$ cat config.mk
export PLATFORM = sky130hd
export DESIGN_NAME = mem_rx_engine
export DESIGN_NICKNAME = d
export VERILOG_FILES = /design/src/rtl/mem_rx_engine.sv
export SDC_FILE = /design/constraint.sdc
export NUM_CORES = 1
export LEC_CHECK = 0
export CORE_ASPECT_RATIO = 0.5
export CORE_MARGIN = 2
export CORE_UTILIZATION = 56
export CTS_BUF_LIST = sky130_fd_sc_hd__clkbuf_4
export DETAILED_ROUTE_END_ITERATION = 6
export PLACE_DENSITY = 0.82
export SYNTH_ARGS = -nofsm -noshare
export SYNTH_HDL_FRONTEND = slang
export SYNTH_SLANG_ARGS = --single-unit
$ cat constraint.sdc
create_clock -name clk -period 2.7 [get_ports clk]
set_input_delay 0.54 -clock clk [delete_from_list [all_inputs] [get_ports clk]]
set_output_delay 0.54 -clock clk [all_outputs]
set_load 0.005 [all_outputs]
$ cat src/rtl/mem_rx_engine.sv
// Receive engine for the serial memory link: frames start/status/payload responses from the pins
// and assembles payloads into parallel words behind a one-entry valid/ready buffer.
module mem_rx_engine #(
   parameter int                   IO_BITS        = 2,
   parameter int                   PAYLOAD_CYCLES = 8,
   parameter logic [IO_BITS-1:0]   SB_READ_FULL   = IO_BITS'(2'b01),
   parameter logic [IO_BITS-1:0]   SB_READ_HALF   = IO_BITS'(2'b10),
   parameter int                   MAX_PENDING    = 3,
   parameter int                   TIMEOUT_CYCLES = 64,
   localparam int                  DATA_BITS      = IO_BITS * PAYLOAD_CYCLES,
   localparam int                  CW             = $clog2(PAYLOAD_CYCLES) + 1,
   localparam int                  PW             = $clog2(MAX_PENDING + 1)
) (
   input  logic                    clk,
   input  logic                    reset,
   input  logic [IO_BITS-1:0]      rx_pins,
   input  logic                    rx_expect,
   input  logic                    word_ready,
   output logic [PW-1:0]           pending,
   output logic                    rx_active,
   output logic                    rx_started,
   output logic [IO_BITS-1:0]      rx_sbs,
   output logic                    rx_sbs_valid,
   output logic [IO_BITS-1:0]      rx_data,
   output logic                    rx_data_valid,
   output logic [CW-1:0]           rx_counter,
   output logic                    rx_done,
   output logic                    word_valid,
   output logic [DATA_BITS-1:0]    word,
   output logic                    word_half,
   output logic                    rx_timeout,
   output logic                    rx_overrun,
   output logic                    expect_overflow
);

   localparam int              TW       = $clog2(TIMEOUT_CYCLES + 2);
   localparam logic [TW-1:0]   TMR_LAST = TW'((TIMEOUT_CYCLES > 0) ? TIMEOUT_CYCLES - 1 : 0);

   typedef enum logic [1:0] {ST_IDLE = 2'd0, ST_SBS = 2'd1, ST_DATA = 2'd2} state_t;

   state_t                 state_q;
   logic [IO_BITS-1:0]     in_q;
   logic [CW-1:0]          cnt_q, len_q;
   logic                   half_q;
   logic [DATA_BITS-1:0]   asm_q, asm_d, word_q;
   logic [PW-1:0]          pending_q, pending_d;
   logic [TW-1:0]          tmr_q;
   logic                   ovf_q, ovf_d, word_valid_q, word_half_q, timeout_q, overrun_q;
   logic [CW-1:0]          sbs_len_s;
   logic                   start_s, done_s, commit_s, fire_s, dec_s;

   assign start_s  = (state_q == ST_IDLE) && (pending_q != '0) && in_q[0];
   assign done_s   = ((state_q == ST_SBS) && (sbs_len_s == '0)) ||
                     ((state_q == ST_DATA) && (cnt_q == len_q - CW'(1)));
   assign commit_s = done_s && (state_q == ST_DATA);
   // A start chunk on the pins counts as activity, so it holds the timer at zero.
   assign fire_s   = (TIMEOUT_CYCLES != 0) && (state_q == ST_IDLE) && (pending_q != '0) &&
                     !start_s && (tmr_q == TMR_LAST);
   assign dec_s    = (done_s || fire_s) && (pending_q != '0);

   // Payload length selected by the status chunk
   always_comb begin
      sbs_len_s = '0;
      if (in_q == SB_READ_FULL) begin
         sbs_len_s = CW'(PAYLOAD_CYCLES);
      end else if (in_q == SB_READ_HALF) begin
         sbs_len_s = CW'(PAYLOAD_CYCLES / 2);
      end else begin
         sbs_len_s = '0;
      end
   end

   // Assembly word with the current payload chunk merged in
   always_comb begin
      asm_d = asm_q;
      if (state_q == ST_DATA) begin
         asm_d[int'(cnt_q) * IO_BITS +: IO_BITS] = in_q;
      end else begin
         asm_d = asm_q;
      end
   end

   // Outstanding-response count and sticky overflow flag
   always_comb begin
      pending_d = pending_q;
      ovf_d     = ovf_q;
      if (rx_expect && !dec_s) begin
         if (pending_q == PW'(MAX_PENDING)) begin
            ovf_d = 1'b1;
         end else begin
            pending_d = pending_q + PW'(1);
         end
      end else if (!rx_expect && dec_s) begin
         pending_d = pending_q - PW'(1);
      end else begin
         pending_d = pending_q;
      end
   end

   // Framing FSM: input register, status decode, payload counter and word assembly
   always_ff @(posedge clk) begin
      if (reset) begin
         state_q <= ST_IDLE;
         in_q    <= '0;
         cnt_q   <= '0;
         len_q   <= '0;
         half_q  <= 1'b0;
         asm_q   <= '0;
      end else begin
         in_q <= rx_pins;
         case (state_q)
            ST_IDLE: begin
               if (start_s) state_q <= ST_SBS;
            end
            ST_SBS: begin
               len_q   <= sbs_len_s;
               half_q  <= (sbs_len_s != CW'(PAYLOAD_CYCLES));
               cnt_q   <= '0;
               asm_q   <= '0;
               state_q <= (sbs_len_s == '0) ? ST_IDLE : ST_DATA;
            end
            ST_DATA: begin
               asm_q <= asm_d;
               if (done_s) begin
                  cnt_q   <= '0;
                  state_q <= ST_IDLE;
               end else begin
                  cnt_q <= cnt_q + CW'(1);
               end
            end
            default: state_q <= ST_IDLE;
         endcase
      end
   end

   // Pending/timeout bookkeeping and the one-entry output word buffer
   always_ff @(posedge clk) begin
      if (reset) begin
         pending_q    <= '0;
         ovf_q        <= 1'b0;
         tmr_q        <= '0;
         timeout_q    <= 1'b0;
         word_q       <= '0;
         word_valid_q <= 1'b0;
         word_half_q  <= 1'b0;
         overrun_q    <= 1'b0;
      end else begin
         pending_q <= pending_d;
         ovf_q     <= ovf_d;
         timeout_q <= fire_s;
         if ((pending_q == '0) || start_s || fire_s) begin
            tmr_q <= '0;
         end else if (state_q == ST_IDLE) begin
            tmr_q <= tmr_q + TW'(1);
         end
         if (commit_s) begin
            word_q       <= asm_d;
            word_half_q  <= half_q;
            word_valid_q <= 1'b1;
            overrun_q    <= word_valid_q && !word_ready;
         end else begin
            overrun_q <= 1'b0;
            if (word_valid_q && word_ready) word_valid_q <= 1'b0;
         end
      end
   end

   assign pending         = pending_q;
   assign rx_active       = start_s || (state_q != ST_IDLE);
   assign rx_started      = start_s;
   assign rx_sbs_valid    = (state_q == ST_SBS);
   assign rx_sbs          = (state_q == ST_SBS) ? in_q : '0;
   assign rx_data_valid   = (state_q == ST_DATA);
   assign rx_data         = (state_q == ST_DATA) ? in_q : '0;
   assign rx_counter      = cnt_q;
   assign rx_done         = done_s;
   assign word_valid      = word_valid_q;
   assign word            = word_q;
   assign word_half       = word_half_q;
   assign rx_timeout      = timeout_q;
   assign rx_overrun      = overrun_q;
   assign expect_overflow = ovf_q;

endmodule

==> results of run 1 <==
## power breakdown
part / switching, mW / leakage, nW / internal, mW / total, mW
registers: 0.0213 / 0.461 / 0.861 / 0.882
logic: 0.177 / 0.691 / 0.136 / 0.313
clock network: 0.297 / 0.0507 / 0.176 / 0.472
total: 0.495 / 1.20 / 1.17 / 1.67
## sequential cells by signal, summed over array words and instances, names as in the netlist
register and cells:
len_q 2, word 16, tmr_q 7, word_half 1, half_q 1, word_valid 1
rx_counter 4, rx_timeout 1, in_q 2, rx_overrun 1, pending 2, expect_overflow 1
asm_q 16, state_q 2
## through the flow
stage	hold WS, ps	cells
2_1_floorplan	436	321
3_5_place_dp	448	423
3_3_place_gp	444	423
5_1_grt	498	439
6_report	463	439
4_1_cts	469	436
## cell families (layout without fill, tap and decap cells)
group	after synthesis	in the layout	synth area share (%)
buffers and inverters	38	86	5.70
adders and majority gates	12	12	5.30
DFF	57	57	40.3
xor gates and xnor gates	9	9	3.05
muxes	23	23	8.40
AOI/OAI and AO/OA	57	57	14.2
and+or+nand+nor	125	125	23.0
## per-layer routing
metal  track usage [%]  up-vias  part of all wire (%)
met1              29.7     1178                    44
met4              12.6        0                   2.3
met5                 0        -                     0
li1                  -     1221                     -
met2              41.1      101                    46
met3              7.62       14                   7.7
## cells in the mapped netlist (2+ instances only)
cell / n / area share [%]
buf_2: 2 / 0.35
a21oi_1: 16 / 2.8
nand3_1: 7 / 1.2
or4_1: 2 / 0.53
and4_1: 2 / 0.62
dfxtp_1: 57 / 40
o32ai_1: 6 / 1.9
and3b_1: 2 / 0.62
buf_4: 2 / 0.53
nor2_1: 44 / 5.8
nand4b_1: 3 / 0.93
mux2i_1: 19 / 6.7
xnor2_1: 4 / 1.2
buf_1: 2 / 0.27
xor2_1: 4 / 1.2
nor3b_1: 2 / 0.53
and2_1: 8 / 1.8
ha_1: 12 / 5.3
o21ai_0: 10 / 1.8
a211oi_1: 9 / 2.4
nand2_1: 19 / 2.5
or4b_1: 2 / 0.71
nand4_1: 7 / 1.5
nand2b_1: 7 / 1.5
and3_1: 3 / 0.66
nor2b_1: 5 / 1.1
mux2_2: 3 / 1.2
a22oi_1: 4 / 1.1
o22ai_1: 3 / 0.66
nor3_1: 6 / 1.1
nor4b_1: 2 / 0.62
clkbuf_1: 10 / 1.3
inv_1: 20 / 2.7
and4b_1: 2 / 0.71
## worst max-delay path: cells and delay by family, from the launching register on
family	cells	cell delay [ps]
buffers and inverters	4	970
flip-flops	1	340
adder cells (fa/ha/maj)	1	210
AND/OR/NAND/NOR	1	100
## worst paths after layout
check | start | to | slack, ps | cells after the start
hold / removal | word[15]$_SDFFE_PP0P_ | word[15]$_SDFFE_PP0P_ | 460 | 2
setup / recovery | state_q[0]$_SDFFE_PP0P_ | rx_data[0] | 140 | 6
setup reg to reg | rx_counter[0]$_SDFFE_PP0P_ | asm_q[12]$_SDFFE_PP0P_ | 290 | 8
hold reg to reg | word[15]$_SDFFE_PP0P_ | word[15]$_SDFFE_PP0P_ | 460 | 2
## area by class of cell
cell class	count	area, um2	share of cell area (%)
multi-input cells	226	1550	45.0
inverters	20	78.8	2.29
clock inverters	3	11.3	0.327
flip-flops and latches	57	1140	33.1
repair buffers	53	503	14.6
clock buffers	10	75.1	2.18
well taps	70	87.6	2.54
## repair_timing
item,CTS,global route
pin swaps,0,0
setup endpoints to repair,1,3
setup buffers,0,3
hold endpoints to repair,0,0
gates resized for setup,4,4
hold buffers,0,0
==> results by group, run 1 <==
CTS
  – Clock-pin slew on the worst setup and hold paths: 90 ps
  – H-tree depth: 3
  – Root Driver: clkbuf_4
  – Total clock sinks: 57
  – CTS tree: built
  – Clock tree buffer depth: 2
  – Num CTS Buffers: 9
  – Clk_lat worst skew: 400 ps

Floorplan
  – Core area: 4890 um2
  – Die H: 54.3 um
  – FP Rows: 18
  – Starting density of the core: 57.9%
  – Die Area: 5670 um2
  – Ports: 42
  – Die width: 105 um

STA
  – Final hold vios: 0
  – Worst Setup Slack, final: 138 ps
  – Setup Skew: 8.32 ps
  – RSZ-0062 raised after global routing: false
  – Fraction of the cycle the final worst path needs: 94.9%
  – Fin. max-slew vios: 0
  – Setup TNS: 0 ps
  – Clock period minus worst slack: 2560 ps
  – Endpoints failing setup: 0
  – Slew HR: 61.5%
  – Max frequency: 390 MHz
  – Worst-Margin Slew: 573 ps

Synthesis
  – Mapped Area: 2830 um2
  – Yosys reg bits: 57
  – Sequential area share after synthesis: 40.3%
  – Synth unique cells: 49
  – Post-Synthesis Cells: 321
  – Syn_area_per_cell: 8.82 um2
  – YS warnings: 0
  – Number of flops mapped to enable cells by yosys: 0
  – Post-Syn Nets: 339
  – Top_reg_cell synth: dfxtp_1
  – Async S/R FF share, synth: 0%

Layout
  – Synthesis-to-layout area growth: 21.8%
  – Post-route cell area: 3450 um2
  – Fill count: 420
  – Layout Nets: 385
  – Share of layout cells above drive strength 1: 10.0%
  – Most common cell after layout, fill and taps aside: dfxtp_1
  – Most frequent cells in the layout: dfxtp_1, nor2_1, clkdlybuf4s50_1
  – Diode count: 0
  – Post-layout util: 70.6%

Critical path
  – CP cell instances: inv_1 -> ha_2 -> buf_4 -> clkinvlp_4 -> nor2_1 -> clkdlybuf4s50_1
  – Critical Path AT: 2020 ps
  – Worst Path Required: 2160 ps
  – Startpoint types: flip-flop
  – Delay of the slowest critical-path stage: 510 ps
  – Crit-path slowest cell: clkdlybuf4s50_1
  – CP Capture Type: output pin
  – Kind of critical path: flip-flop to output pin
  – Crit Path Max Fanout: 13

Pwr
  – Worst-case vdd ir drop: 292 uV
  – Leakage: 1.20 nW
  – PwrDens: 484 nW/um2
  – Power, Total: 1.67 mW

Placement
  – Port Buffers: 41
  – Placer Congestion: 0.788
  – Placed instance area: 3310 um2
  – Detailed placement HPWL: 4.51 mm
  – Worst slack, placed: 234 ps

Hold path
  – Worst Hold Class: flip-flop to flip-flop

Route
  – DR pass1 iterations: 4
  – DRC Markers: 0
  – Total Wirelength: 6.56 mm
  – DR iter-0 viols: 183
  – WL per Instance: 15.0 um
  – Final antenna-violating net count: 0
  – Vias: 2514
  – Vias per inst: 5.73

Global route
  – GRT overflow: 0
  – Largest net degree at the start of global routing: 35
  – GRT Total Usage: 24.5%
  – Initial antenna violation count: 0
  – First-pass GRT wire length: 10.5 mm
  – Vias in the first global route: 2226

Flow run
  – Maxcap violations: 0

Run status
  – Status: finished, final reports clean
No activity file was read; power rests on OpenSTA's default activity.
==> run 2: changes to the inputs <==
--- a/config.mk
+++ b/config.mk
@@ -11,6 +11,7 @@
 export CTS_BUF_LIST = sky130_fd_sc_hd__clkbuf_4
 export DETAILED_ROUTE_END_ITERATION = 6
 export PLACE_DENSITY = 0.82
+export SLEW_MARGIN = 0
 export SYNTH_ARGS = -nofsm -noshare
 export SYNTH_HDL_FRONTEND = slang
 export SYNTH_SLANG_ARGS = --single-unit
==> results of run 2 <==
Same layout as run 1: the final DEF is identical, and so are final timing and power.
